$ cat config.mk
export PLATFORM = sky130hd
export DESIGN_NAME = rv32i_run_ctrl
export DESIGN_NICKNAME = d
export VERILOG_FILES = /design/src/rtl/rv32i_run_ctrl.sv
export SDC_FILE = /design/constraint.sdc
export NUM_CORES = 1
export LEC_CHECK = 0
export BUFFER_PORTS_ARGS = -buffer_cell sky130_fd_sc_hd__clkbuf_2
export CAP_MARGIN = 20
export CORE_ASPECT_RATIO = 0.9
export CORE_MARGIN = 4
export CORE_UTILIZATION = 55
export DETAILED_ROUTE_END_ITERATION = 8
export PLACE_DENSITY = 0.82
export SYNTH_ARGS = -nofsm -noshare
export SYNTH_HDL_FRONTEND = slang
export SYNTH_SLANG_ARGS = --single-unit
export TNS_END_PERCENT = 50
$ cat constraint.sdc
create_clock -name clk -period 5.05 [get_ports clk]
set_input_delay 0.505 -clock clk [delete_from_list [all_inputs] [get_ports clk]]
set_output_delay 0.505 -clock clk [all_outputs]
set_load 0.02 [all_outputs]
$ cat src/rtl/rv32i_run_ctrl.sv
// rv32i_run_ctrl
//
// Run controller placed directly upstream of the multi-cycle RV32I core.
// It accepts a run request (instruction count) over a valid/ready handshake,
// holds the core in reset for RST_CYCLES cycles, releases it, and counts
// RUN cycles until the core raises eof or TIMEOUT cycles have elapsed. The
// cycle count and a timeout flag are returned over a second valid/ready
// handshake.
//
// Ports:
//   clk           rising-edge clock
//   rst           asynchronous active-low reset
//   start_valid   run request valid
//   start_ready   controller can accept a request (IDLE)
//   start_count   instructions to execute, sampled on accept
//   core_rst      active-low core reset, high only while running
//   no_instruct   instruction count driven to the core
//   eof           core end-of-program flag
//   done_valid    result valid
//   done_ready    result consumed
//   done_cycles   RUN cycles consumed
//   done_timeout  run ended by timeout rather than eof
module rv32i_run_ctrl #(
  parameter int NI_W       = 6,
  parameter int CYC_W      = 32,
  parameter int RST_CYCLES = 2,
  parameter int TIMEOUT    = 1024
) (
  input  logic              clk,
  input  logic              rst,
  input  logic              start_valid,
  output logic              start_ready,
  input  logic [NI_W-1:0]   start_count,
  output logic              core_rst,
  output logic [NI_W-1:0]   no_instruct,
  input  logic              eof,
  output logic              done_valid,
  input  logic              done_ready,
  output logic [CYC_W-1:0]  done_cycles,
  output logic              done_timeout
);

  typedef enum logic [1:0] {
    S_IDLE,
    S_RESET,
    S_RUN,
    S_DONE
  } state_t;

  // The reset counter only has to reach RST_CYCLES-1.
  localparam int              RST_W     = (RST_CYCLES > 1) ? $clog2(RST_CYCLES) : 1;
  localparam logic [RST_W-1:0] RST_LAST  = RST_W'(RST_CYCLES - 1);
  localparam logic [CYC_W-1:0] TIMEOUT_C = CYC_W'(TIMEOUT);

  state_t             state_q, state_d;
  logic [RST_W-1:0]   rst_cnt_q, rst_cnt_d;
  logic [CYC_W-1:0]   cyc_cnt_q, cyc_cnt_d;
  logic               start_ready_d;
  logic               core_rst_d;
  logic [NI_W-1:0]    no_instruct_d;
  logic               done_valid_d;
  logic [CYC_W-1:0]   done_cycles_d;
  logic               done_timeout_d;

  // Count including the current RUN cycle; the first RUN cycle counts as 1.
  logic [CYC_W-1:0]   cyc_inc;
  assign cyc_inc = cyc_cnt_q + CYC_W'(1);

  // Next-state and next-output logic. Every output is produced here as a
  // _d value and registered below, so all outputs are glitch-free flops.
  always_comb begin
    // NOTE: every variable gets a default before the case statement; a path
    // that leaves one unassigned would otherwise infer a latch.
    state_d        = state_q;
    rst_cnt_d      = rst_cnt_q;
    cyc_cnt_d      = cyc_cnt_q;
    start_ready_d  = start_ready;
    core_rst_d     = core_rst;
    no_instruct_d  = no_instruct;
    done_valid_d   = done_valid;
    done_cycles_d  = done_cycles;
    done_timeout_d = done_timeout;

    case (state_q)
      S_IDLE: begin
        // Ready rises on the first edge after reset release and stays high
        // for as long as we wait in IDLE.
        start_ready_d = 1'b1;
        core_rst_d    = 1'b0;
        if (start_valid && start_ready) begin
          start_ready_d = 1'b0;
          no_instruct_d = start_count;
          cyc_cnt_d     = '0;
          rst_cnt_d     = '0;
          if (start_count == '0) begin
            // Nothing to execute: report an empty run immediately.
            state_d        = S_DONE;
            done_valid_d   = 1'b1;
            done_cycles_d  = '0;
            done_timeout_d = 1'b0;
          end else begin
            state_d = S_RESET;
          end
        end
      end

      S_RESET: begin
        // eof is deliberately not looked at while the core is held in reset.
        if (rst_cnt_q == RST_LAST) begin
          state_d    = S_RUN;
          core_rst_d = 1'b1;
        end else begin
          rst_cnt_d = rst_cnt_q + RST_W'(1);
        end
      end

      S_RUN: begin
        cyc_cnt_d = cyc_inc;
        // eof is tested first so it wins over a coincident timeout.
        if (eof) begin
          state_d        = S_DONE;
          core_rst_d     = 1'b0;
          done_valid_d   = 1'b1;
          done_cycles_d  = cyc_inc;
          done_timeout_d = 1'b0;
        end else if (cyc_inc == TIMEOUT_C) begin
          state_d        = S_DONE;
          core_rst_d     = 1'b0;
          done_valid_d   = 1'b1;
          done_cycles_d  = TIMEOUT_C;
          done_timeout_d = 1'b1;
        end
      end

      S_DONE: begin
        // Result fields are simply not touched here, so they stay stable
        // until the consumer takes them.
        core_rst_d = 1'b0;
        if (done_ready) begin
          state_d       = S_IDLE;
          done_valid_d  = 1'b0;
          start_ready_d = 1'b1;
        end
      end

      default: begin
        state_d       = S_IDLE;
        start_ready_d = 1'b0;
        core_rst_d    = 1'b0;
        done_valid_d  = 1'b0;
      end
    endcase
  end

  // State and output registers. Asserting rst drops core_rst and discards
  // any in-flight result without waiting for a clock.
  always_ff @(posedge clk or negedge rst) begin
    if (!rst) begin
      state_q      <= S_IDLE;
      rst_cnt_q    <= '0;
      cyc_cnt_q    <= '0;
      start_ready  <= 1'b0;
      core_rst     <= 1'b0;
      no_instruct  <= '0;
      done_valid   <= 1'b0;
      done_cycles  <= '0;
      done_timeout <= 1'b0;
    end else begin
      // NOTE: non-blocking assignments so every flop samples the values from
      // before this edge, independent of statement order.
      state_q      <= state_d;
      rst_cnt_q    <= rst_cnt_d;
      cyc_cnt_q    <= cyc_cnt_d;
      start_ready  <= start_ready_d;
      core_rst     <= core_rst_d;
      no_instruct  <= no_instruct_d;
      done_valid   <= done_valid_d;
      done_cycles  <= done_cycles_d;
      done_timeout <= done_timeout_d;
    end
  end

endmodule

==> results of run 1 <==
-- area by class of cell --
type | instances | area, um^2 | share of cell area
multi-input cells | 316 | 2050 | 0.439
repair buffers | 56 | 313 | 0.0671
inverters | 11 | 41.3 | 0.00886
clock buffers | 11 | 131 | 0.0282
well taps | 93 | 116 | 0.0250
flip-flops and latches | 77 | 1930 | 0.414
clock inverters | 5 | 83.8 | 0.0180
-- worst paths after layout --
path                                             start                          end
hold / removal                                     rst      start_ready$_DFFE_PN0P_
min in group clk                        start_count[2]   no_instruct[2]$_DFFE_PN0P_
setup / recovery              cyc_cnt_q[0]$_DFFE_PN0P_   done_cycles[2]$_DFFE_PN0P_
hold reg to reg            done_cycles[29]$_DFFE_PN0P_  done_cycles[29]$_DFFE_PN0P_
setup reg to reg              cyc_cnt_q[0]$_DFFE_PN0P_   done_cycles[2]$_DFFE_PN0P_
max in group asynchronous                          rst  done_cycles[21]$_DFFE_PN0P_
-- where the power goes --
group	total, mW	switching (mW)	internal [mW]	leakage, nW
clock	0.513	0.232	0.280	0.100
combinational	0.609	0.415	0.194	0.917
sequential	0.736	0.0540	0.682	1.05
total	1.86	0.701	1.16	2.06
-- synth_stat cells (2+ instances only) --
cell type / instances
dfrtp_1: 77
o21ai_0: 43
nand2_1: 40
nor2_1: 35
a22o_1: 21
clkbuf_1: 19
o2bb2ai_1: 16
xnor2_1: 14
a21oi_1: 13
nand3_1: 13
nor3_1: 12
inv_1: 11
nor4_1: 11
nand4_1: 9
xor2_1: 9
buf_2: 8
mux2_2: 7
ha_1: 6
o31ai_1: 6
and3_1: 5
a31oi_1: 4
or3_1: 4
a21boi_0: 3
and2_1: 3
and4_1: 3
nand2b_1: 3
o41ai_1: 3
a211oi_1: 2
a22oi_1: 2
buf_4: 2
mux2i_1: 2
nor3b_1: 2
nor4_4: 2
o31a_1: 2
-- layer usage --
layer	up-vias	GRT usage	share of wire
met4	0	0.0819	0.019
li1	1659	-	-
met2	156	0.356	0.45
met5	-	0	0
met3	20	0.0587	0.077
met1	1713	0.336	0.45
-- kinds of logic (layout without fill, tap and decap cells) --
family,count (synthesis),count (layout)
buffers and inverters,42,83
multiplexers,9,9
AO/OA/AOI/OAI,126,126
adder cells (fa/ha/maj),6,6
AND/OR/NAND/NOR,152,152
flip-flops,77,77
XOR/XNOR,23,23
-- state kept, by name, summed over array words and instances (netlist names) --
name          cells
cyc_cnt_q        32
rst_cnt_q         1
done_valid        1
done_timeout      1
core_rst          1
done_cycles      32
state_q           2
start_ready       1
no_instruct       6
-- worst register-to-register path: cells and delay by family (launching register included) --
kind | cells | cell delay, ps
compound gates | 3 | 810
xor+xnor | 1 | 220
fa+ha+maj | 1 | 340
buf+inv | 1 | 310
flops | 1 | 510
simple gates | 4 | 1840
-- stage by stage --
stage	power (mW)	setup WS, ps	cells
floorplan	1.16	1820	435
finish	1.86	913	569
global route	1.97	687	569
CTS	1.86	959	569
global placement	1.31	1180	552
detailed placement	1.35	983	553
==> metrics.cfg, run 1 <==
[clocking]
htree_levels=3
cts_tree=done
clk_latency_ps=360
root_buffer=clkbuf_8
postCtsSetupRepairBufs=0
cts_hold_buf=0
clk_pin_slew_ps=90
cts_resized=0
clockBufferDepth=2
cts_inserted_buffers=9
cts.sinks=77

[timing]
slew_violations=0
hold_slack_ps=273
finalCriticalPeriod_ps=4140
worst_pin_slew_ps=954
period_share=0.819
max_freq_mhz=242
tns_ps=0
finClkSkew_ps=14.9
relSlewSlack=0.364
setup_viol_count_final=0
hold_violations=0
rsz0062_at_grt=no

[critical_path]
worstPathMaxFanout=17
crit_chain=ha_1 > nand2_1 > or4_1 > nor4_1 > xnor2_1 > o2111ai_1 > nor4_4 > o21ai_2 > buf_4 > a22o_1
critPathBufInv=1
critical-path-top-delay-family=simple AND/OR/NAND/NOR gates
max_stage_delay_ps=710
crit_slowest_cell=or4_1
start_kind=flop
arrival_ps=4380
path_depth=10
worstPathRequired_ps=5300
critPathKind=flop to flop
r2r_slack_ps=910
endpoint_kind=flop
reg2regPathDepth=10

[floorplan]
initial_core_util=0.578
die_h_um=90.4
core_um2=7180
die_area_um2=9010
num_io_pins=53
rows=29
die_width_um=99.6

[finish]
antenna_cells=0
postLayoutCoreUtil=0.649
synthToLayoutAreaGrowth_pct=12.2
drive_above_1_share=0.183
layout_commonest_cell=dfrtp_1
fillCellCount=599
fin_area_um2=4660
layout.nets=488
mostFrequentLayoutCells=77 x dfrtp_1, 51 x clkbuf_2, 43 x o21ai_0, 40 x nand2_1, 35 x nor2_1

[placed_design]
dpl_cell_area_um2=4440
gp_congestion=0.960
portBuffers=52
hpwlAfterDp_um=6910

[status]
status=finished clean

[job]
drv_cap=0

[power_and_ir_drop]
p_leak_nw=2.06
p_per_area_nw_per_um2=399
irDropWorstVdd_mv=0.237

[logic_synthesis]
synth_nets=452
ys.flop_type=dfrtp_1
synth-seq-cells=77
synthArstFlopShare=1.00
yosys_warnings=0
synth_cell_types=57
syn_inst=435
ys_seq_area_frac=0.464
synth_compound_area_frac=0.206
synthesis.area_um2=4150
synth_edf_count=0
syn_avg_cell_area_um2=9.55
synth_top_family_by_area=compound AO/OA/AOI/OAI gates
synthSimpleGateAreaFrac=0.196
synth_top_area_frac=0.464
synthMuxAreaShare=0.0238
synthXorXnorAreaFrac=0.0485
yosysTopAreaCell=dfrtp_1
ys_top_cells_by_area=dfrtp_1 46%, o21ai_0 5.2%, a22o_1 4.4%
synthAdderAreaFrac=0.0181

[global_route]
antenna_found_initial=0
track_usage=0.238
grt_pass1_vias=3504
grt_pass1_wl_um=17200
overflow=0
grt_max_degree=78

[drt]
drc=0
vias=3548
drtIter0Drc=262
dr.pass1.iters=5
vias_per_cell=6.24
wl_per_cell_um=17.8
routed_wl_um=10100
antenna_left=0

[hold_path]
worst_hold_path_type=primary input to async pin

(Power assumes the default switching activity.)
==> run 2, diff against run 1 <==
Clock period 5.05 ns to 3.83 ns, I/O delays scaled along.
==> run 2 against run 1 <==
  * Die area stayed put
  * Clock power rose by 33%
  * Highest routed layer unchanged
  * Global-route usage rose by 1.1 points
  * Largest power group unchanged
  * Total power up 34%
  * Via count rose by 1.2%
  * Register-to-register slack got worse by 620 ps
  * Largest cell class unchanged
  * Maximum frequency rose by 17%
  * Worst hold slack got worse by 100 ps
  * Non-clock buffer count up 4
  * First-iteration DRC count shrank 1.9%
  * Wire length grew 3.2%
  * Cell count increased by 0.70%
==> metrics.cfg, run 2 (synthesis gave the netlist of run 1 again) <==
[drt]
wl_per_cell_um=18.2  ; +2.5%
drtIter0Drc=257  ; -1.9%
routed_wl_um=10400  ; +3.2%
vias=3589  ; +1.2%
drc=0  ; unchanged
dr.pass1.iters=5  ; unchanged
antenna_left=0  ; unchanged
vias_per_cell=6.26  ; +0.45%

[floorplan]
initial_core_util=0.578  ; unchanged
rows=29  ; unchanged
die_h_um=90.4  ; unchanged
num_io_pins=53  ; unchanged
die_width_um=99.6  ; unchanged
core_um2=7180  ; unchanged
die_area_um2=9010  ; unchanged

[finish]
layout.nets=492  ; +0.82%
antenna_cells=0  ; unchanged
fillCellCount=596  ; -0.50%
seq_area_um2=1930  ; unchanged
synthToLayoutAreaGrowth_pct=13.0
largest_registers=cyc_cnt_q: 32 flops, done_cycles: 32 flops, no_instruct: 6 flops
postLayoutCoreUtil=0.653  ; +0.00470
layout_commonest_cell=dfrtp_1
drive_above_1_share=0.192  ; +0.00889
mostFrequentLayoutCells=77 x dfrtp_1, 51 x clkbuf_2, 43 x o21ai_0, 40 x nand2_1, 35 x nor2_1
multi_input_area_um2=2050  ; +0.12%

[clocking]
cts.sinks=77  ; unchanged
clk_pin_slew_ps=80  ; about the same
cts_inserted_buffers=9  ; unchanged
clk_latency_ps=360  ; about the same
cts_hold_buf=0  ; unchanged
clockBufferDepth=2  ; unchanged
cts_resized=0  ; unchanged
postCtsSetupRepairBufs=0  ; unchanged
cts_tree=done
root_buffer=clkbuf_8
htree_levels=3  ; unchanged

[timing]
slew_violations=0  ; unchanged
period_share=0.923  ; +0.104
setup_viol_count_final=0  ; unchanged
rsz0062_at_grt=no
hold_violations=0  ; unchanged
worst_pin_slew_ps=961  ; +6.65 ps
tns_ps=0  ; unchanged
fin_ws_ps=295  ; -619 ps
relSlewSlack=0.359  ; -0.00480
finalCriticalPeriod_ps=3540  ; -601 ps
max_freq_mhz=283  ; +17%
finClkSkew_ps=13.9  ; -0.987 ps

[power_and_ir_drop]
power_frac_seq=0.392  ; -0.004
power_mw=2.48  ; +34%
clkPwrFrac=0.274  ; -0.002
power_switching_uw=947  ; +35%
switching_share=0.381  ; +0.00369
irDropWorstVdd_mv=0.316  ; +34%
power_frac_comb=0.334  ; +0.006
power.internal_mw=1.54  ; +33%
p_per_area_nw_per_um2=529  ; +33%
p_leak_nw=2.08  ; +1.1%

[job]
drv_cap=0  ; unchanged

[global_route]
overflow=0  ; unchanged
antenna_found_initial=0  ; unchanged
grt_pass1_wl_um=18100  ; +5.3%
track_usage=0.249  ; +0.0114
grt_pass1_vias=3628  ; +3.5%
grt_max_degree=78  ; unchanged

[placed_design]
portBuffers=52  ; unchanged
hpwlAfterDp_um=7130  ; +3.1%
place_worst_setup_slack_ps=278  ; -705 ps
gp_congestion=0.940  ; -2.0%

[critical_path]
arrival_ps=3780  ; -600 ps
crit_chain=ha_2 > nand2_1 > or4_1 > nor4_1 > xnor2_1 > o2111ai_1 > nor4_4 > o21ai_2 > buf_4 > a22o_1
max_stage_delay_ps=700  ; about the same
start_kind=flop
critPathKind=flop to flop
endpoint_kind=flop
worstPathRequired_ps=4080  ; -1220 ps
worstPathMaxFanout=15  ; -2
crit_slowest_cell=or4_1

[status]
status=finished clean

[hold_path]
worst_hold_path_type=primary input to async pin

==> run 2: changes by cell type in the layout (fill, tap and decap cells not counted), sizes merged <==
cell / change
buf: +4
clkinvlp: -1
inv: -1
clkinv: +2
==> run 2: routing by layer <==
layer  GRT usage  routed length (um)  vias up
li1            -                   -     1677
met1       0.343                4700     1761
met2       0.379                4900      135
met3      0.0610                 664       16
met4      0.0944                 172        0
met5           0                   0        -
==> run 2: critical path: cells and delay by family (launching register included) <==
family,cells,cell delay [ps]
AOI/OAI and AO/OA,3,570
and+or+nand+nor,4,1580
buffers and inverters,1,230
DFF,1,520
adders and majority gates,1,310
xor gates and xnor gates,1,200
==> run 2: layout make-up <==
| class | count | area share |
|---|---|---|
| clock buffer | 11 | 0.0280 |
| clock inverter | 5 | 0.0181 |
| inverter | 11 | 0.00880 |
| multi-input combinational | 316 | 0.437 |
| sequential | 77 | 0.411 |
| tap | 93 | 0.0248 |
| timing repair buffer | 60 | 0.0730 |
==> run 2: final timing paths <==
check,from,endpoint,slack (ps),depth (start not counted)
worst max register to register,cyc_cnt_q[0]$_DFFE_PN0P_,done_cycles[4]$_DFFE_PN0P_,290,10
worst min register to register,done_cycles[13]$_DFFE_PN0P_,done_cycles[13]$_DFFE_PN0P_,490,1
max in group asynchronous,rst,cyc_cnt_q[28]$_DFFE_PN0P_,3040,1
worst max-delay path,cyc_cnt_q[0]$_DFFE_PN0P_,done_cycles[4]$_DFFE_PN0P_,290,10
worst min-delay path,rst,done_valid$_DFFE_PN0P_,170,1
min in group clk,start_count[2],no_instruct[2]$_DFFE_PN0P_,270,2
==> run 2: stage by stage <==
stage / hold slack (ps) / cell area, um^2 / instances
2_1_floorplan: 87.4 / 4150 / 435
3_3_place_gp: 472 / 4450 / 556
3_5_place_dp: 473 / 4470 / 557
4_1_cts: 209 / 4690 / 573
5_1_grt: 242 / 4690 / 573
6_report: 171 / 4690 / 573
==> run 2: power by group through the flow <==
stage	logic [mW]	registers, mW	clock network (mW)
6_report	0.829	0.975	0.680
2_1_floorplan	0.482	1.04	0
4_1_cts	0.824	0.972	0.691
3_3_place_gp	0.764	0.979	0
5_1_grt	0.907	0.985	0.729
3_5_place_dp	0.818	0.987	0
